**config.mk**
```make
export PLATFORM = sky130hd
export DESIGN_NAME = alu_op_arbiter
export DESIGN_NICKNAME = d
export VERILOG_FILES = /design/src/rtl/alu_op_arbiter.sv
export SDC_FILE = /design/constraint.sdc
export NUM_CORES = 1
export LEC_CHECK = 0
export ABC_CLOCK_PERIOD_IN_PS = 2100
export CAP_MARGIN = 10
export CORE_ASPECT_RATIO = 1.5
export CORE_UTILIZATION = 40
export DETAILED_ROUTE_END_ITERATION = 6
export PLACE_DENSITY_LB_ADDON = 0.12
export SETUP_SLACK_MARGIN = 0.5
export SYNTH_ARGS = -nofsm -noshare
export SYNTH_HDL_FRONTEND = slang
export SYNTH_SLANG_ARGS = --single-unit
```
**constraint.sdc**
```tcl
create_clock -name clk -period 2.1 [get_ports clk]
set_input_delay 0.42 -clock clk [delete_from_list [all_inputs] [get_ports clk]]
set_output_delay 0.42 -clock clk [all_outputs]
set_load 0.01 [all_outputs]
```
**src/rtl/alu_op_arbiter.sv**
```systemverilog
// alu_op_arbiter
//   Shares one ALU datapath (cmp / add / subt) between two requesters.
//   Round-robin arbitration; the winner's operation and operands are latched
//   and driven onto the ALU for LAT cycles, then the result is captured on
//   res_o and a one-cycle done pulse goes back to the winner.
//
// Ports
//   clk, rst_n              clock, asynchronous active-low reset
//   reqN/opN/aN/bN          requester N request (level), op, operands
//   gntN, doneN             one-cycle accept / result-valid pulses
//   alu_x, alu_y, alu_sel   ALU operands and active-low one-hot select
//   alu_res                 ALU result
//   res_o                   last captured result
//   busy                    high whenever the FSM is not idle
//
// state | meaning
// ------+-------------------------------------------------------------
// IDLE  | ALU parked (sel 111, x/y 0), waiting for a request
// WAIT  | ALU driven with the latched job, counting down LAT cycles
// DONE  | result on res_o, done pulse to winner, rr pointer flips
module alu_op_arbiter #(
  parameter int WIDTH = 8,
  parameter int RES_W = 13,
  parameter int LAT   = 4
) (
  input  logic             clk,
  input  logic             rst_n,
  input  logic             req0,
  input  logic [1:0]       op0,
  input  logic [WIDTH-1:0] a0,
  input  logic [WIDTH-1:0] b0,
  output logic             gnt0,
  output logic             done0,
  input  logic             req1,
  input  logic [1:0]       op1,
  input  logic [WIDTH-1:0] a1,
  input  logic [WIDTH-1:0] b1,
  output logic             gnt1,
  output logic             done1,
  output logic [WIDTH-1:0] alu_x,
  output logic [WIDTH-1:0] alu_y,
  output logic [2:0]       alu_sel,
  input  logic [RES_W-1:0] alu_res,
  output logic [RES_W-1:0] res_o,
  output logic             busy
);

  typedef enum logic [1:0] {IDLE, WAIT, DONE} state_t;

  state_t           state_q, state_d;
  logic             rr_q, rr_d;
  logic             id_q, id_d;
  logic [3:0]       cnt_q, cnt_d;
  logic [WIDTH-1:0] x_q, x_d, y_q, y_d;
  logic [2:0]       sel_q, sel_d;
  logic             gnt0_q, gnt0_d, gnt1_q, gnt1_d;
  logic             done0_q, done0_d, done1_q, done1_d;
  logic [RES_W-1:0] res_q, res_d;
  logic             busy_q, busy_d;
  logic             win;

  function automatic logic [2:0] sel_enc(input logic [1:0] op);
    case (op)
      2'b01:   sel_enc = 3'b110;
      2'b10:   sel_enc = 3'b101;
      2'b11:   sel_enc = 3'b011;
      default: sel_enc = 3'b111;
    endcase
  endfunction

  // Contention goes to the rr pointer; otherwise whoever is requesting.
  assign win = (req0 & req1) ? rr_q : req1;

  always_comb begin
    state_d = state_q;
    rr_d    = rr_q;
    id_d    = id_q;
    cnt_d   = cnt_q;
    x_d     = x_q;
    y_d     = y_q;
    sel_d   = sel_q;
    gnt0_d  = 1'b0;
    gnt1_d  = 1'b0;
    done0_d = 1'b0;
    done1_d = 1'b0;
    res_d   = res_q;
    case (state_q)
      IDLE: begin
        x_d   = '0;
        y_d   = '0;
        sel_d = 3'b111;
        if (req0 | req1) begin
          id_d    = win;
          x_d     = win ? a1 : a0;
          y_d     = win ? b1 : b0;
          sel_d   = sel_enc(win ? op1 : op0);
          gnt0_d  = ~win;
          gnt1_d  = win;
          cnt_d   = 4'(LAT - 1);
          state_d = WAIT;
        end
      end
      WAIT: begin
        if (cnt_q == 4'd0) begin
          res_d   = alu_res;
          done0_d = ~id_q;
          done1_d = id_q;
          x_d     = '0;
          y_d     = '0;
          sel_d   = 3'b111;
          state_d = DONE;
        end else begin
          cnt_d = cnt_q - 4'd1;
        end
      end
      DONE: begin
        rr_d    = ~id_q;
        state_d = IDLE;
      end
      default: state_d = IDLE;
    endcase
    busy_d = (state_d != IDLE);
  end

  always_ff @(posedge clk or negedge rst_n) begin
    if (!rst_n) begin
      state_q <= IDLE;
      rr_q    <= 1'b0;
      id_q    <= 1'b0;
      cnt_q   <= '0;
      x_q     <= '0;
      y_q     <= '0;
      sel_q   <= 3'b111;
      gnt0_q  <= 1'b0;
      gnt1_q  <= 1'b0;
      done0_q <= 1'b0;
      done1_q <= 1'b0;
      res_q   <= '0;
      busy_q  <= 1'b0;
    end else begin
      state_q <= state_d;
      rr_q    <= rr_d;
      id_q    <= id_d;
      cnt_q   <= cnt_d;
      x_q     <= x_d;
      y_q     <= y_d;
      sel_q   <= sel_d;
      gnt0_q  <= gnt0_d;
      gnt1_q  <= gnt1_d;
      done0_q <= done0_d;
      done1_q <= done1_d;
      res_q   <= res_d;
      busy_q  <= busy_d;
    end
  end

  assign gnt0    = gnt0_q;
  assign gnt1    = gnt1_q;
  assign done0   = done0_q;
  assign done1   = done1_q;
  assign alu_x   = x_q;
  assign alu_y   = y_q;
  assign alu_sel = sel_q;
  assign res_o   = res_q;
  assign busy    = busy_q;

endmodule

```
Word-level counts from Yosys, hierarchy flattened
Index checks and enable logic that the tools add are counted.

cells by class
  add/subtract/negate cells = 1
  equality and inequality tests = 8
  multiplexer cells = 27
  bitwise operators = 4
  reductions and logical operators = 8

operators by type and width
  operator                                                             count
  8-bit two-way mux                                                    5
  8-bit case mux with 2 select lines                                   2
  1-bit two-way mux                                                    9
  3-bit case mux with 3 select lines                                   1
  4-bit two-way mux                                                    2
  4-bit case mux with 2 select lines                                   1
  2-bit == test (second input constant)                                3
  2-bit two-way mux                                                    3
  3-bit two-way mux                                                    2
  2-bit inequality test (second input constant)                        3
  3-bit case mux with 2 select lines                                   1
  2-bit AND reduction                                                  3
  2-bit by 1-bit == test with 1-bit output (second input constant)     2
  4-bit zero test                                                      1
  2-bit case mux with 2 select lines                                   1
  2-bit nonzero test                                                   2
  4-bit by 1-bit subtractor with 4-bit output (second input constant)  1
  3-bit AND reduction                                                  1
  2-bit zero test                                                      1
  1-bit NOT                                                            2
  1-bit AND                                                            1
  1-bit OR                                                             1

storage, ports and cells
  register bits after elaboration = 45
  bits of input ports = 53
  output and inout port bits = 37
  logic and storage cells = 61

Logic depth before layout (Yosys ltp)
Gate-level depths: netlist (run 1).

  depth after elaboration = 7
  gate-level depth with buffers = 7
  gate-level depth less buffers = 6

Worst setup path before layout (run 1)
OpenSTA, ideal clock, no wires.

  kind = register to register
  start point = register cnt_q[0]
  end point = register x_q[3] (netlist: alu_x[3])
  library setup time = 0.132 ns
  arrival time = 1.447 ns
  required time = 1.968 ns
  path slack = 0.521 ns
  cell stages (with the launch flop) = 8
  path buffers = 1
  period minus slack after synthesis = 1.579 ns
  cells stage by stage = dfrtp_1 inv_1 ha_1 or3b_4 a21o_4 buf_6 nand2_1 o21ai_1

between the ends
  word-level cells in the longest chain between the ends = 3

RTL lines
  what                                    RTL line  text
  from (decl)                             53        logic [3:0] cnt_q, cnt_d;
  from (signal assigned)                  144       cnt_q <= cnt_d;
  4-bit zero test                         104       if (cnt_q == 4'd0) begin
  2-bit inequality test (no source line)  --
  2-bit AND reduction (no source line)    --
  to (signal assigned)                    131       x_q <= '0;
  to (signal assigned)                    145       x_q <= x_d;
  to (decl)                               54        logic [WIDTH-1:0] x_q, x_d, y_q, y_d;

Every way passes these cells.
A chain may end at the register's enable or synchronous reset.

Worst setup path in the final report (run 1)
  start point = register cnt_q[1]
  end point = register x_q[2] (netlist: alu_x[2])

The elaborated chain is that of the path after synthesis.

==> results of run 1 <==
==> cell usage in the layout (no fill, tap or decap), drive strengths merged <==
cell,netlist,final
nand2,25,26
nor2b,6,6
nor3,2,2
buf,5,10
a21o,2,3
dlymetal6s2s,0,6
clkinv,0,2
ha,2,2
dfstp,3,3
o21a,2,2
o21ai,20,20
nor2,3,3
a21oi,1,1
mux2,14,14
or3b,1,1
inv,5,5
clkdlybuf4s50,0,51
clkbuf,2,6
o22a,3,3
nand4,1,1
nand2b,1,1
dfrtp,42,42
dlygate4sd2,0,31
mux2i,20,20
nor3b,1,1
o31ai,1,1
and3,1,1
==> state kept, by name, indices dropped and copies added, names as in the netlist, 2 cells and up <==
register,flops
alu_x,8
res_o,13
alu_sel,3
cnt_q,4
state_q,2
alu_y,8
==> cell usage after synthesis <==
master,n
or3b_4,1
buf_2,1
o21ai_0,8
nor2_1,3
ha_1,2
nor3b_2,1
nand4_1,1
a21oi_1,1
nand2_1,24
nand2_2,1
dfrtp_1,42
buf_4,2
inv_1,5
nand2b_1,1
a21o_1,1
dfstp_2,3
mux2_1,3
nor2b_1,6
o22a_1,3
o21ai_1,12
mux2i_1,20
clkbuf_1,2
o31ai_1,1
o21a_1,2
buf_6,2
and3_1,1
nor3_1,2
a21o_4,1
mux2_2,11
==> power groups by stage <==
stage	clock, mW	sequential [mW]	combinational, mW
finish	0.506	1.50	1.76
detailed placement	0	1.51	1.79
CTS	0.524	1.50	1.69
global placement	0	1.50	1.77
global route	0.557	1.55	1.92
floorplan	0	1.62	0.779
==> critical path, stage by stage (launching register included) <==
cell and delay, ns:
dfrtp_1 0.40, inv_2 0.09, ha_4 0.13, or3b_4 0.42
a21o_4 0.28, nand2_1 0.07, o21ai_1 0.06
==> cells by family (layout without fill, tap and decap cells) <==
family                     after synthesis  count (layout)  synth area share (%)
DFF                                     45              45                  57.8
muxes                                   34              34                  18.3
and+or+nand+nor                         41              42                  10.1
adders and majority gates                2               2                  1.28
AOI/OAI and AO/OA                       29              30                  9.02
buffers and inverters                   12             111                  3.52
==> per-layer routing <==
layer / vias up / GRT usage, % / part of all wire (%)
li1: 764 / - / -
met1: 762 / 19.7 / 37
met2: 64 / 33.8 / 52
met3: 12 / 6.94 / 8.1
met4: 0 / 9.52 / 2.6
met5: - / 0 / 0
==> how the worst min path moves through the flow <==
stage              from  slack [ns]  cells past startpoint       end
2_1_floorplan     rst_n        0.12                      0  alu_x[0]
3_3_place_gp   alu_x[7]        0.46                      2  alu_x[7]
3_5_place_dp   alu_y[7]        0.47                      2  alu_y[7]
4_1_cts           rst_n        0.23                      2  alu_y[5]
5_1_grt           rst_n        0.25                      2  alu_y[6]
6_report          rst_n        0.20                      2  alu_y[6]
==> cell type report <==
| class | count | area [um2] |
|---|---|---|
| fillers | 402 | 1550 |
| clock inverters | 2 | 10.0 |
| clock buffers | 6 | 72.6 |
| repair buffers | 98 | 933 |
| inverters | 5 | 18.8 |
| multi-input cells | 108 | 827 |
| well taps | 64 | 80.1 |
| flip-flops and latches | 45 | 1130 |
==> what timing repair did <==
action,CTS,global route
endpoints found under the setup margin,61,38
setup buffers,1,3
hold endpoints to repair,0,0
pin swaps,2,9
cloned,2,0
resized for setup,35,23
==> impl_metrics.env, run 1 <==
export IMPL_p_leak_nw=1.52
export IMPL_clockBufferDepth=2
export IMPL_tns_ns=0
export IMPL_yosysWarnings=0
export IMPL_cp_required_ns=2.28
export IMPL_fin_area_mm2=0.00307
export IMPL_antenna_found_initial=0
export IMPL_max_cap_violations=0
export IMPL_yosysTopAreaCell="dfrtp_1"
export IMPL_power_mw=3.76
export IMPL_drt_vias_per_instance=4.88
export IMPL_die_w_um=59.1
export IMPL_pre_cts_ws_ns=0.238
export IMPL_irDropWorstVdd_mv=0.656
export IMPL_syn_avg_cell_area_um2=12.0
export IMPL_p_seq_share_pct=39.9
export IMPL_criticalPathCategory="reg -> reg"
export IMPL_dpl_cell_count=314
export IMPL_io_pins=90
export IMPL_syn_inst=163
export IMPL_dr_pass1_iters=4
export IMPL_fin_cells=328
export IMPL_grt_first_pass_wirelength_um=7350
export IMPL_placed_cell_area_mm2=0.00291
export IMPL_final_hold_violation_count=0
export IMPL_relSlewSlack_pct=62.4
export IMPL_cts_tree="built"
export IMPL_drc=0
export IMPL_num_vias=1602
export IMPL_place_gp_congestion=0.730
export IMPL_ys_seq_area_share_pct=57.8
export IMPL_fin_crit_sh_pct=74.7
export IMPL_synth_seq_cells=45
export IMPL_rr_endpoint="alu_x[2]"
export IMPL_rows=30
export IMPL_rr_startpoint="cnt_q[1]"
export IMPL_clockRootBuffer="clkbuf_8"
export IMPL_worstSetupStartpoint="cnt_q[1]"
export IMPL_endpoint_kind="flip-flop"
export IMPL_h_tree_depth=2
export IMPL_fin_skew_ns=0.00385
export IMPL_hpwl_um=3270
export IMPL_sw_frac_of_total_pct=35.8
export IMPL_die_area_mm2=0.00518
export IMPL_drtIter0Drc=38
export IMPL_worstHoldPathType="in -> async"
export IMPL_antenna_left=0
export IMPL_cts_buffers=5
export IMPL_cell_internal_pwr_mw=2.41
export IMPL_syn_area_mm2=0.00196
export IMPL_antenna_cells=0
export IMPL_critical_path_startpoint_type="flip-flop"
export IMPL_fin_ws_ns=0.531
export IMPL_overflow=0
export IMPL_cts_hold_buffers=0
export IMPL_synth_nets=218
export IMPL_path_clk_slew_ns=0.08
export IMPL_cts_sinks=45
export IMPL_initial_utilization_pct=42.4
export IMPL_netlist_top_cells_area="dfrtp_1, mux2i_1, mux2_2"
export IMPL_power_density_mw_per_mm2=1220
export IMPL_r2r_cells=6
export IMPL_rrSetupSlack_ns=0.53
export IMPL_io_buffers=89
export IMPL_maxSlewViolCount=0
export IMPL_cp_data_arrival_time_ns=1.74
export IMPL_final_setup_viol_count=0
export IMPL_fmax_mhz=637
export IMPL_power_frac_comb_pct=46.7
export IMPL_final_layout_size_suffix_gt1_share_pct=17.8
export IMPL_pwr_share_clk_pct=13.4
export IMPL_rsz0062_at_grt="true"
export IMPL_wirelength_um=4660
export IMPL_wire_per_inst_um=14.2
export IMPL_grt_use_total_pct=19.2
export IMPL_nets=318
export IMPL_max_slew_worst_pin_slew_ns=0.564
export IMPL_grt_pass1_vias=1611
export IMPL_post_route_min_period_ns=1.57
export IMPL_synth_cell_type_count=29
export IMPL_grt_max_degree=46
export IMPL_yosysTopAreaCellShare_pct=53.7
export IMPL_chipHeight_um=87.6
export IMPL_synthToLayoutAreaGrowth_pct=57.1
export IMPL_p_switching_mw=1.35
export IMPL_status="finished, final reports clean"
export IMPL_fin_hold_ws_ns=0.197
export IMPL_clock_latency_ns=0.29
export IMPL_fp_coreArea_mm2=0.00462
export IMPL_fin_util_pct=66.5
export IMPL_worst_path_max_fanout=8
export IMPL_endpoint="alu_x[2]"
Note: power is estimated with default switching activity, not from simulation.
==> inputs of run 2 (changes only) <==
ABC_CLOCK_PERIOD_IN_PS = 1300   (was 2100)
CORE_UTILIZATION = 37   (was 40)
clock period = 1.3 ns   (was 2.1 ns; I/O delays follow)
==> run 2 against run 1 <==
  * The flow now finishes with violations (setup timing)
  * Final area up 14%
  * Via count grew 8.6%
  * Utilization grew 2.0 points
  * Power is 97% higher
  * Combinational power up 130%
  * Flip-flop and latch count unchanged
  * Non-clock buffer count grew 36
  * Setup slack got worse by 0.80 ns
  * Worst hold slack better by 0.30 ns
  * First-iteration DRC count grew 32%
  * Register-to-register slack got worse by 0.80 ns
  * Critical path depth unchanged
==> impl_metrics.env, run 2 (synthesis gave the netlist of run 1 again) <==
export IMPL_seq_area_mm2=0.00113
export IMPL_drtIter0Drc=50
export IMPL_die_area_mm2=0.00559
export IMPL_fin_hold_ws_ns=0.493
export IMPL_drc=0
export IMPL_clock_latency_ns=0.29
export IMPL_path_clk_slew_ns=0.08
export IMPL_cp_required_ns=1.48
export IMPL_final_layout_size_suffix_gt1_share_pct=47.7
export IMPL_io_buffers=89
export IMPL_p_leak_nw=1.67
export IMPL_cts_tree="built"
export IMPL_grt_pass1_vias=1726
export IMPL_criticalPathCategory="reg -> reg"
export IMPL_r2r_cells=6
export IMPL_fill_cells=412
export IMPL_endpoint_kind="flip-flop"
export IMPL_rows=32
export IMPL_slowest_delay_ns=0.42
export IMPL_status="finished with violations"
export IMPL_power_mw=7.42
export IMPL_dr_pass1_iters=4
export IMPL_num_vias=1739
export IMPL_hpwl_um=3460
export IMPL_multi_input_area_um2=937
export IMPL_fin_cells=366
export IMPL_fin_skew_ns=0.00241
export IMPL_nets=353
export IMPL_tns_ns=-8.02
export IMPL_wire_per_inst_um=15.3
export IMPL_max_slew_worst_pin_slew_ns=0.219
export IMPL_relSlewSlack_pct=85.0
export IMPL_whs_path_depth=2
export IMPL_h_tree_depth=2
export IMPL_rrSetupSlack_ns=-0.27
export IMPL_drt_vias_per_instance=4.75
export IMPL_dpl_cell_count=329
export IMPL_holdCritStartpoint="alu_x[4]"
export IMPL_antenna_left=0
export IMPL_holdPathEnd="alu_x[4]"
export IMPL_die_w_um=61.4
export IMPL_cp_data_arrival_time_ns=1.75
export IMPL_power_density_mw_per_mm2=2110
export IMPL_post_route_min_period_ns=1.57
export IMPL_initial_utilization_pct=38.2
export IMPL_io_pins=90
export IMPL_wirelength_um=5610
export IMPL_cts_sinks=45
export IMPL_antenna_found_initial=0
export IMPL_clockBufferDepth=2
export IMPL_place_gp_congestion=0.789
export IMPL_fin_crit_sh_pct=121
export IMPL_max_cap_violations=0
export IMPL_overflow=0
export IMPL_cts_buffers=5
export IMPL_fin_ws_ns=-0.271
export IMPL_maxSlewViolCount=0
export IMPL_final_common_cell="clkdlybuf4s50_1"
export IMPL_grt_use_total_pct=18.8
export IMPL_clockRootBuffer="clkbuf_8"
export IMPL_rsz0062_at_grt="true"
export IMPL_largest_reg_flops=13
export IMPL_failed_checks="setup timing"
export IMPL_final_cell_mix="clkdlybuf4s50_1, dfrtp_1, buf_4, buf_6"
export IMPL_antenna_cells=0
export IMPL_grt_first_pass_wirelength_um=7720
export IMPL_final_setup_viol_count=36
export IMPL_irDropWorstVdd_mv=1.44
export IMPL_rr_endpoint="alu_y[1]"
export IMPL_worst_path_max_fanout=8
export IMPL_fp_coreArea_mm2=0.00512
export IMPL_worstHoldPathType="reg -> reg"
export IMPL_chipHeight_um=91.0
export IMPL_grt_max_degree=46
export IMPL_synthToLayoutAreaGrowth_pct=79.7
export IMPL_slowest_stage="or3b_4"
export IMPL_fmax_mhz=636
export IMPL_final_hold_violation_count=0
export IMPL_rr_startpoint="cnt_q[1]"
export IMPL_critical_path_startpoint_type="flip-flop"
export IMPL_crit_path_cell_trace="inv_2 -> ha_4 -> or3b_4 -> a21o_4 -> nand2_1 -> o21ai_1"
## run 2: worst max-delay path, delay by kind of cell (launching register included)
kind	cells	cell delay (ns)
buffers and inverters	1	0.09
DFF	1	0.39
adders and majority gates	1	0.14
AOI/OAI and AO/OA	2	0.34
and+or+nand+nor	2	0.50
## run 2: area by class of cell
cell class                 count  area share (%)
timing repair buffer         134            35.6
sequential                    45            32.2
multi-input combinational    107            26.7
clock buffer                   7            2.46
tap                           68            2.42
inverter                       5           0.605
## run 2: how the worst max path moves through the flow
stage / depth (start not counted) / slack (ns) / end / from
3_5_place_dp: 6 / -0.36 / alu_y[0] / req0
6_report: 6 / -0.27 / alu_y[1] / cnt_q[1]
5_1_grt: 6 / -0.34 / res_o[12] / cnt_q[1]
2_1_floorplan: 7 / -0.25 / alu_x[0] / cnt_q[0]
4_1_cts: 6 / -0.25 / alu_y[3] / cnt_q[1]
3_3_place_gp: 6 / -0.35 / alu_y[0] / req0
## run 2: metal layers
metal | vias up | routed length [um] | share of wire [%] | GRT usage (%)
li1 | 832 | - | - | -
met1 | 833 | 1960 | 35 | 18.8
met2 | 67 | 3160 | 56 | 34.6
met3 | 7 | 401 | 7.1 | 5.56
met4 | 0 | 95 | 1.7 | 6.85
met5 | - | 0 | 0 | 0
## run 2: per-stage QoR
step | instance area, um2 | utilization (%) | setup slack (ns)
2_1_floorplan | 2020 | - | -0.254
3_3_place_gp | 3070 | 59.9 | -0.352
3_5_place_dp | 3070 | 59.9 | -0.361
4_1_cts | 3170 | 61.9 | -0.251
5_1_grt | 3510 | 68.6 | -0.340
6_report | 3510 | 68.6 | -0.271
## run 2: power by group
group          switching [mW]  internal [mW]  total [mW]
clock network           0.437          0.422       0.859
registers               0.384           2.05        2.44
logic                    1.79           2.33        4.13
## run 2: what timing repair did
action / in CTS / in global routing
resized for setup: 180 / 43
hold buffers: 1 / 0
cloned: 1 / 2
endpoints found under the hold margin: 42 / 0
setup buffers: 9 / 17
endpoints found under the setup margin: 82 / 85
pin swaps: 19 / 11
==> inputs of run 3 (changes only) <==
HOLD_SLACK_MARGIN = 0.1   (was default)
==> results of run 3 <==
The final DEF is identical to that of run 2; final timing and power are the same.
